[src/rtl/pe_collect.sv]
// pe_collect -- ping-pong frame collector.
//
// Gathers four parallel butterfly result lanes per beat into one of two
// N-sample banks, then streams a completed bank out one sample per cycle
// through a registered valid/ready output. While one bank drains, the other
// fills, so back-to-back frames flow without bubbles as long as the
// consumer keeps pace.
//
// Build option:
//   PE_COLLECT_BITREV_EN  - when defined, the drain order is the LOG2N-bit
//                           bit-reversal of the read counter (FFT output
//                           reordering); otherwise natural order.

module pe_collect #(
    parameter int WIDTH = 16,
    parameter int LOG2N = 4
) (
    input  logic             Clk,
    input  logic             Reset,
    input  logic [WIDTH-1:0] in0,
    input  logic [WIDTH-1:0] in1,
    input  logic [WIDTH-1:0] in2,
    input  logic [WIDTH-1:0] in3,
    input  logic             in_valid,
    output logic             in_ready,
    output logic [WIDTH-1:0] out_data,
    output logic             out_valid,
    input  logic             out_ready,
    output logic             out_last,
    output logic             overflow
);

    localparam int N      = 1 << LOG2N;
    localparam int NBEATS = N / 4;
    // Beat counter needs LOG2N-2 bits; keep at least one bit so LOG2N = 2
    // still elaborates (the counter then simply stays at zero).
    localparam int BW     = (LOG2N > 2) ? LOG2N - 2 : 1;

    localparam logic [BW-1:0]    LAST_BEAT   = BW'(NBEATS - 1);
    localparam logic [LOG2N-1:0] LAST_SAMPLE = LOG2N'(N - 1);

    // ------------------------------------------------------------------
    // State
    // ------------------------------------------------------------------
    logic [WIDTH-1:0] mem [2*N];      // {bank, sample index}
    logic [1:0]       full;           // bank holds a complete frame
    logic [1:0]       full_nxt;
    logic             wb;             // bank being written
    logic             rb;             // bank being read
    logic [BW-1:0]    wcnt;           // beat index within the write frame
    logic [LOG2N-1:0] rcnt;           // next sample index to load from rb

    // ------------------------------------------------------------------
    // Write side
    // ------------------------------------------------------------------
    logic             wr_accept;
    logic             wr_drop;
    logic             wr_frame_done;
    logic [LOG2N-1:0] wr_base;

    assign in_ready      = !full[wb];
    assign wr_accept     = in_valid && in_ready;
    assign wr_drop       = in_valid && !in_ready;
    assign wr_frame_done = wr_accept && (wcnt == LAST_BEAT);
    // Beat k covers samples 4k..4k+3; low two address bits select the lane.
    assign wr_base       = LOG2N'(wcnt) << 2;

    // Bank storage: the four lanes of a beat land in consecutive samples.
    // NOTE: the sample array is deliberately left out of reset; a frame is
    // only ever read after it has been completely written, so stale contents
    // are never observed and the array can map onto plain RAM.
    always_ff @(posedge Clk) begin
        if (wr_accept) begin
            mem[{wb, wr_base | LOG2N'(0)}] <= in0;
            mem[{wb, wr_base | LOG2N'(1)}] <= in1;
            mem[{wb, wr_base | LOG2N'(2)}] <= in2;
            mem[{wb, wr_base | LOG2N'(3)}] <= in3;
        end
    end

    // ------------------------------------------------------------------
    // Read side
    // ------------------------------------------------------------------
    logic             acc_last;       // final sample of rb leaves this edge
    logic             avail;          // a sample is ready to be loaded
    logic             load;           // output register takes a new sample
    logic             sel_bank;       // bank the next sample comes from
    logic [LOG2N-1:0] sel_r;          // read counter for the next sample
    logic [LOG2N-1:0] rd_addr;        // sample index within sel_bank

    // Pick the source of the next output sample; on the edge that retires a
    // frame, look straight into the other bank so no bubble is inserted.
    // NOTE: combinational blocks use blocking '=' and assign every output a
    // default first, so evaluation order is explicit and no latch is
    // inferred; clocked blocks use non-blocking '<=' only.
    always_comb begin
        acc_last = out_valid && out_ready && out_last;
        sel_bank = rb;
        sel_r    = rcnt;
        // Once sample N-1 sits in the output register the bank has nothing
        // more to give until that sample is accepted.
        avail    = full[rb] && !(out_valid && out_last);
        if (acc_last) begin
            sel_bank = ~rb;
            sel_r    = '0;
            avail    = full[~rb];
        end
        load = (!out_valid || out_ready) && avail;
    end

`ifdef PE_COLLECT_BITREV_EN
    // Bit-reversed drain order.
    always_comb begin
        rd_addr = '0;
        for (int i = 0; i < LOG2N; i++) begin
            rd_addr[i] = sel_r[LOG2N-1-i];
        end
    end
`else
    // Natural drain order.
    always_comb begin
        rd_addr = sel_r;
    end
`endif

    // Registered output stage: load on a free or draining slot, else hold.
    always_ff @(posedge Clk or posedge Reset) begin
        if (Reset) begin
            out_data  <= '0;
            out_valid <= 1'b0;
            out_last  <= 1'b0;
            rcnt      <= '0;
        end else if (load) begin
            out_data  <= mem[{sel_bank, rd_addr}];
            out_valid <= 1'b1;
            out_last  <= (sel_r == LAST_SAMPLE);
            // Wraps to zero after sample N-1, ready for the next frame.
            rcnt      <= sel_r + 1'b1;
        end else if (out_valid && out_ready) begin
            out_valid <= 1'b0;
            out_last  <= 1'b0;
            if (acc_last) begin
                rcnt <= '0;
            end
        end
    end

    // ------------------------------------------------------------------
    // Bank bookkeeping
    // ------------------------------------------------------------------

    // Writer sets its bank full while the reader may clear the other one in
    // the same edge; the two can never target the same bank because the
    // writer only touches an empty bank and the reader only a full one.
    always_comb begin
        full_nxt = full;
        if (wr_frame_done) begin
            full_nxt[wb] = 1'b1;
        end
        if (acc_last) begin
            full_nxt[rb] = 1'b0;
        end
    end

    // Bank flags, bank pointers, beat counter and sticky overflow.
    always_ff @(posedge Clk or posedge Reset) begin
        if (Reset) begin
            full     <= '0;
            wb       <= 1'b0;
            rb       <= 1'b0;
            wcnt     <= '0;
            overflow <= 1'b0;
        end else begin
            full <= full_nxt;
            if (wr_accept) begin
                if (wr_frame_done) begin
                    wcnt <= '0;
                    wb   <= ~wb;
                end else begin
                    wcnt <= wcnt + 1'b1;
                end
            end
            if (acc_last) begin
                rb <= ~rb;
            end
            if (wr_drop) begin
                overflow <= 1'b1;
            end
        end
    end

endmodule

[config.mk]
export PLATFORM = sky130hd
export DESIGN_NAME = pe_collect
export DESIGN_NICKNAME = d
export VERILOG_FILES = /design/src/rtl/pe_collect.sv
export SDC_FILE = /design/constraint.sdc
export NUM_CORES = 1
export LEC_CHECK = 0
export ABC_CLOCK_PERIOD_IN_PS = 13940
export CAP_MARGIN = 20
export CORE_UTILIZATION = 50
export CTS_CLUSTER_SIZE = 28
export DETAILED_ROUTE_END_ITERATION = 16
export PLACE_DENSITY = 0.68
export REMOVE_ABC_BUFFERS = 1
export SLEW_MARGIN = 0
export SYNTH_ARGS = -nofsm -noshare
export SYNTH_HDL_FRONTEND = slang
export SYNTH_SLANG_ARGS = --single-unit
[constraint.sdc]
create_clock -name Clk -period 13.94 [get_ports Clk]
set_input_delay 2.788 -clock Clk [delete_from_list [all_inputs] [get_ports Clk]]
set_output_delay 2.788 -clock Clk [all_outputs]
set_load 0.005 [all_outputs]
==> results of run 1 <==
[cell usage in the layout (no fill, tap or decap), types with 7 or more instances in the layout]
cell type	netlist	routed
or3_1	16	16
o211ai_1	58	58
nand3_1	19	19
nor2_4	1	8
and2_1	13	13
clkbuf_16	0	55
a2bb2oi_1	18	18
inv_1	7	7
o221a_1	10	10
mux2i_1	97	97
o221ai_1	17	17
o21ai_0	23	23
dfrtp_1	29	26
clkbuf_8	0	8
a21oi_1	34	34
mux4_2	32	32
clkinv_2	0	12
nor2_1	42	36
o22ai_1	16	16
clkdlybuf4s50_1	0	87
mux2_2	40	40
a2111oi_2	9	9
clkbuf_1	14	15
edfxtp_1	512	512
a221oi_1	16	16
buf_4	17	21
a311oi_1	17	17
nand2_1	76	76
[cells by family (layout without fill, tap and decap cells)]
logic type	count (synthesis)	after routing	synth area share [%]
DFF	541	541	73.8
AOI/OAI and AO/OA	252	252	9.07
and+or+nand+nor	196	196	4.26
muxes	176	176	10.2
buffers and inverters	92	219	2.42
xor gates and xnor gates	4	4	0.161
adders and majority gates	2	2	0.115
[critical path: stages]
cell	delay, ps
clkdlybuf4s50_1	660
nand3_4	500
nand2_1	1030
o211ai_1	210
a2111oi_1	550
a311oi_1	110
[metrics by stage]
stage	utilization [%]	power [mW]	cell area (sq um)
3_5_place_dp	53.8	3.61	23200
2_1_floorplan	-	3.10	21300
5_1_grt	57.8	5.18	24900
4_1_cts	57.8	5.00	24900
6_report	57.8	4.99	24900
3_3_place_gp	53.8	3.58	23200
[cell type report]
| cell class | count | area (sq um) |
|---|---|---|
| Sequential cell | 541 | 16100 |
| Multi-Input combinational cell | 630 | 5260 |
| Clock buffer | 78 | 1540 |
| Fill cell | 3257 | 18200 |
| Tap cell | 585 | 732 |
| Inverter | 9 | 33.8 |
| Clock inverter | 22 | 168 |
| Timing Repair Buffer | 110 | 1060 |
[registers in the layout, summed over array words and instances (netlist names)]
register and cells:
wb 1, out_last 1, rcnt 4, rb 1, out_valid 1, overflow 1
out_data 16, wcnt 2, full 2, mem 512
[final timing paths]
check / startpoint / to / cells past startpoint
worst max-delay path: out_ready / out_data[3] / 6
worst min-delay path: overflow / overflow / 1
worst max register to register: rcnt[0] / out_data[5] / 6
worst min register to register: overflow / overflow / 1
max in group asynchronous: Reset / rcnt[1] / 3
min in group asynchronous: Reset / out_data[8] / 3
[where the power goes]
group	leakage (nW)	switching, mW	internal (mW)
Clock	0.843	0.593	0.804
Sequential	4.94	0.139	1.91
Combinational	2.38	0.942	0.605
Total	8.15	1.67	3.32
[metal layers]
| metal | up-vias | global-route usage, % | wire length [um] |
|---|---|---|---|
| li1 | 5285 | - | - |
| met1 | 6187 | 34.2 | 21500 |
| met2 | 615 | 37.6 | 24500 |
| met3 | 112 | 5.32 | 5140 |
| met4 | 0 | 7.97 | 1500 |
| met5 | - | 0 | 0 |
==> impl_metrics.tcl, run 1 <==
set metrics [dict create \
    status "finished clean" \
    vias_per_cell 6.18 \
    synth_warnings 0 \
    gp_congestion 0.786 \
    fin_nets 1416 \
    yosys.area.top_type "edfxtp_1" \
    dieArea_sq_um 44500 \
    critPathMaxFanout 35 \
    area_growth_pct 14.1 \
    ys_seq_area_share_pct 73.8 \
    clk-insertion-delay-late_ps 610 \
    clkTransAtPathRegs_ps 60 \
    clockRootBuffer "clkbuf_16" \
    syn_inst 1263 \
    worstMarginPinSlew_ps 1140 \
    grt_usage_pct 24.2 \
    routedWlPerCell_um 26.7 \
    final_cells 1975 \
    routed_wl_um 52700 \
    crit_path_start_kind "primary input" \
    setup_slack_ps 8510 \
    grt_pass1_wl_um 77900 \
    rrSetupSlack_ps 9910 \
    hold_buffers 0 \
    synth_top_area_share_pct 70.5 \
    dr.first_iter.drc_count 1273 \
    dpl.hpwl_um 28100 \
    worstPathArrival_ps 5880 \
    synth_ff_type "edfxtp_1" \
    synth_area_sq_um 21800 \
    cts_max_path_buffers 3 \
    relSlewSlack_pct 23.8 \
    initial_core_util_pct 50.7 \
    layout-drive-gt1-share_pct 15.6 \
    grt_pass1_vias 12200 \
    cts_tree "built" \
    num_rows 76 \
    vdd_drop_max_mv 0.161 \
    p_leak_nw 8.15 \
    dr.pass1.iters 6 \
    dpl_worst_slack_ps 8110 \
    numCtsBuffers 54 \
    grt-ovfl-total 0 \
    synthArstFlopShare_pct 5.36 \
    die_y_um 211 \
    synthTopCellsByArea "edfxtp_1 70%, mux2i_1 4.4%, dfrtp_1 3.3%" \
    synth_most_common_cell "edfxtp_1" \
    drc 0 \
    cap_violations 0 \
    place_inst 1875 \
    cts.sinks 541 \
    setup-tns-final_ps 0 \
    postRouteAntennaNets 0 \
    ys_types 67 \
    grt_max_degree 134 \
    htree_levels 2 \
    crit_required_ps 14390 \
    fp.dieW_um 211 \
    skew_ps 20.8 \
    cts_resized 0 \
    hold_viol 0 \
    max_freq_mhz 184 \
    crit_path_end_kind "register" \
    period_minus_slack_ps 5430 \
    hold_ws_ps 488 \
    timing_worst_setup_path_type "in2reg" \
    power_density_nw_per_um2 200 \
    avgSynthCellArea_sq_um 17.3 \
    synth-seq-cells 541 \
    setup_viol 0 \
    hold_path.class "reg2reg" \
    diodes 0 \
    ioPinCount 88 \
    synth_common_cells "512 x edfxtp_1, 97 x mux2i_1, 76 x nand2_1" \
    synth-edff-count 512 \
    grt_antenna_before_repair 0 \
    postCtsSetupBuffers 0 \
    min_period_over_period_pct 38.9 \
    portBuffers 87 \
    vias 12200 \
    maxSlewViolCount 0 \
    rsz0062_at_grt "no" \
    coreArea_sq_um 43100 \
]
Note: power is estimated with default switching activity, not from simulation.
==> run 2, diff against run 1 <==
Settings changed: ABC_CLOCK_PERIOD_IN_PS 13940 to 5300.
Clock period 13.94 ns to 5.3 ns, I/O delays scaled along.
==> run 2 against run 1 <==
  * Clock skew grew 5.6 ps
  * Worst hold slack worse by 11 ps
  * Sequential share of layout area fell by 0.17 points
  * Sequential power rose to 2.6 times the previous value
  * Highest routed layer unchanged
==> impl_metrics.tcl, run 2 (synthesis results as in run 1) <==
set metrics [dict create \
    status "finished clean" \
    vias_per_cell 6.19 \
    grt_pass1_vias 12200 \
    cp_top_family "simple AND/OR/NAND/NOR gates" \
    hold_viol 0 \
    crit_path_end_kind "register" \
    r2r-start "rcnt[0]" \
    numCtsBuffers 54 \
    crit_path_start_kind "primary input" \
    setup_viol 0 \
    fp.dieW_um 211 \
    hold_depth 1 \
    place_area_sq_um 23300 \
    worstMarginPinSlew_ps 1170 \
    critPathBufInv 2 \
    clockRootBuffer "clkbuf_16" \
    initial_core_util_pct 50.7 \
    cts.sinks 541 \
    dr.pass1.iters 5 \
    crit_cells 7 \
    grt_usage_pct 24.4 \
    skew_ps 26.4 \
    die_y_um 211 \
    power_density_nw_per_um2 523 \
    final_common_cell "edfxtp_1" \
    coreArea_sq_um 43100 \
    p_sw_mw 4.40 \
    drc 0 \
    cts_tree "built" \
    vias 12200 \
    p_clk_share_pct 27.7 \
    routed_wl_um 53100 \
    grt_antenna_before_repair 0 \
    rrSetupSlack_ps 1990 \
    hp-start "overflow" \
    crit_path_start "out_ready" \
    timing_worst_setup_path_type "in2reg" \
    cts_resized 0 \
    reg_top3 "mem x512, out_data x16, rcnt x4" \
    p_leak_nw 8.15 \
    clk-insertion-delay-late_ps 600 \
    crit_required_ps 5730 \
    critPathMaxFanout 29 \
    fin_nets 1419 \
    crit_chain "clkdlybuf4s50_1, nand3_4, nor2_1, or2_1, buf_4, nand2_1, xnor2_1" \
    ioPinCount 88 \
    portBuffers 87 \
    clkTransAtPathRegs_ps 60 \
    grt_max_degree 121 \
    dpl.hpwl_um 29900 \
    max_freq_mhz 298 \
    dpl_worst_slack_ps 1480 \
    final_area_sq_um 25000 \
    worstPathArrival_ps 3790 \
    dr.first_iter.drc_count 1242 \
    largest_register_ffs 512 \
    reg2reg_to "out_data[14]" \
    vdd_drop_max_mv 0.379 \
    period_minus_slack_ps 3360 \
    p_int_mw 8.66 \
    diodes 0 \
    area_growth_pct 14.4 \
    hold_end "overflow" \
    postRouteAntennaNets 0 \
    grt_pass1_wl_um 78900 \
    worstRegToRegCells 5 \
    rsz0062_at_grt "no" \
    grt-ovfl-total 0 \
    setup-tns-final_ps 0 \
    seq_power_share_pct 41.2 \
    postCtsSetupBuffers 0 \
    min_period_over_period_pct 63.4 \
    critPathSlowestCell "clkdlybuf4s50_1" \
    cts_max_path_buffers 3 \
    maxSlewViolCount 0 \
    routedWlPerCell_um 26.8 \
    num_rows 76 \
    regMostFlops "mem" \
    gp_congestion 0.843 \
    relSlewSlack_pct 22.2 \
    dieArea_sq_um 44500 \
    mostFrequentLayoutCells "512 x edfxtp_1, 97 x mux2i_1, 87 x clkdlybuf4s50_1" \
    max_stage_delay_ps 670 \
    pwr-share-comb_pct 31.1 \
    switching_share_pct 33.7 \
    setup_slack_ps 1940 \
    cap_violations 0 \
    hold_path.class "reg2reg" \
    hold_buffers 0 \
    layout-drive-gt1-share_pct 15.6 \
    htree_levels 2 \
]
run 2: cell count changes in the layout (fill, tap and decap cells not counted), sizes merged:
cell | previous run | this run
clkinvlp | 2 | 5
inv | 10 | 11
clkinv | 17 | 19
buf | 23 | 26
clkbuf | 78 | 72
run 2: how the worst max path moves through the flow:
stage / to / slack [ps]
2_1_floorplan: out_data[15] / -1870
4_1_cts: out_data[14] / 1980
5_1_grt: out_data[14] / 1780
3_3_place_gp: out_data[14] / 1460
6_report: rcnt[2] / 1940
3_5_place_dp: out_data[14] / 1480
run 2: power groups by stage:
| stage | Combinational (mW) | Sequential, mW | Clock, mW |
|---|---|---|---|
| 2_1_floorplan | 2.54 | 5.61 | 0 |
| 3_3_place_gp | 3.96 | 5.45 | 0 |
| 3_5_place_dp | 4.00 | 5.46 | 0 |
| 4_1_cts | 4.02 | 5.37 | 3.67 |
| 5_1_grt | 4.31 | 5.41 | 3.82 |
| 6_report | 4.06 | 5.37 | 3.62 |
run 2: metal layers:
layer	up-vias	global-route usage, %	routed length, um	share of wire, %
met5	-	0	0	0
met4	0	8.75	1580	3.0
met3	104	4.46	4560	8.6
met2	584	36.4	24300	46
met1	6272	36.1	22700	43
li1	5284	-	-	-
run 2: layout make-up:
type / instances / area, sq um
sequential: 541 / 16100
tap: 585 / 732
inverter: 9 / 33.8
clock inverter: 28 / 204
fill: 3238 / 18100
timing repair buffer: 113 / 1170
clock buffer: 72 / 1470
multi-input combinational: 630 / 5260
run 2: stage by stage:
step | instances | hold slack (ps) | power (mW) | utilization (%)
3_3_place_gp | 1878 | 464 | 9.41 | 54.1
4_1_cts | 1978 | 487 | 13.1 | 58.0
5_1_grt | 1978 | 520 | 13.5 | 58.0
3_5_place_dp | 1878 | 470 | 9.46 | 54.1
6_report | 1978 | 476 | 13.1 | 58.0
2_1_floorplan | 1180 | 468 | 8.15 | -
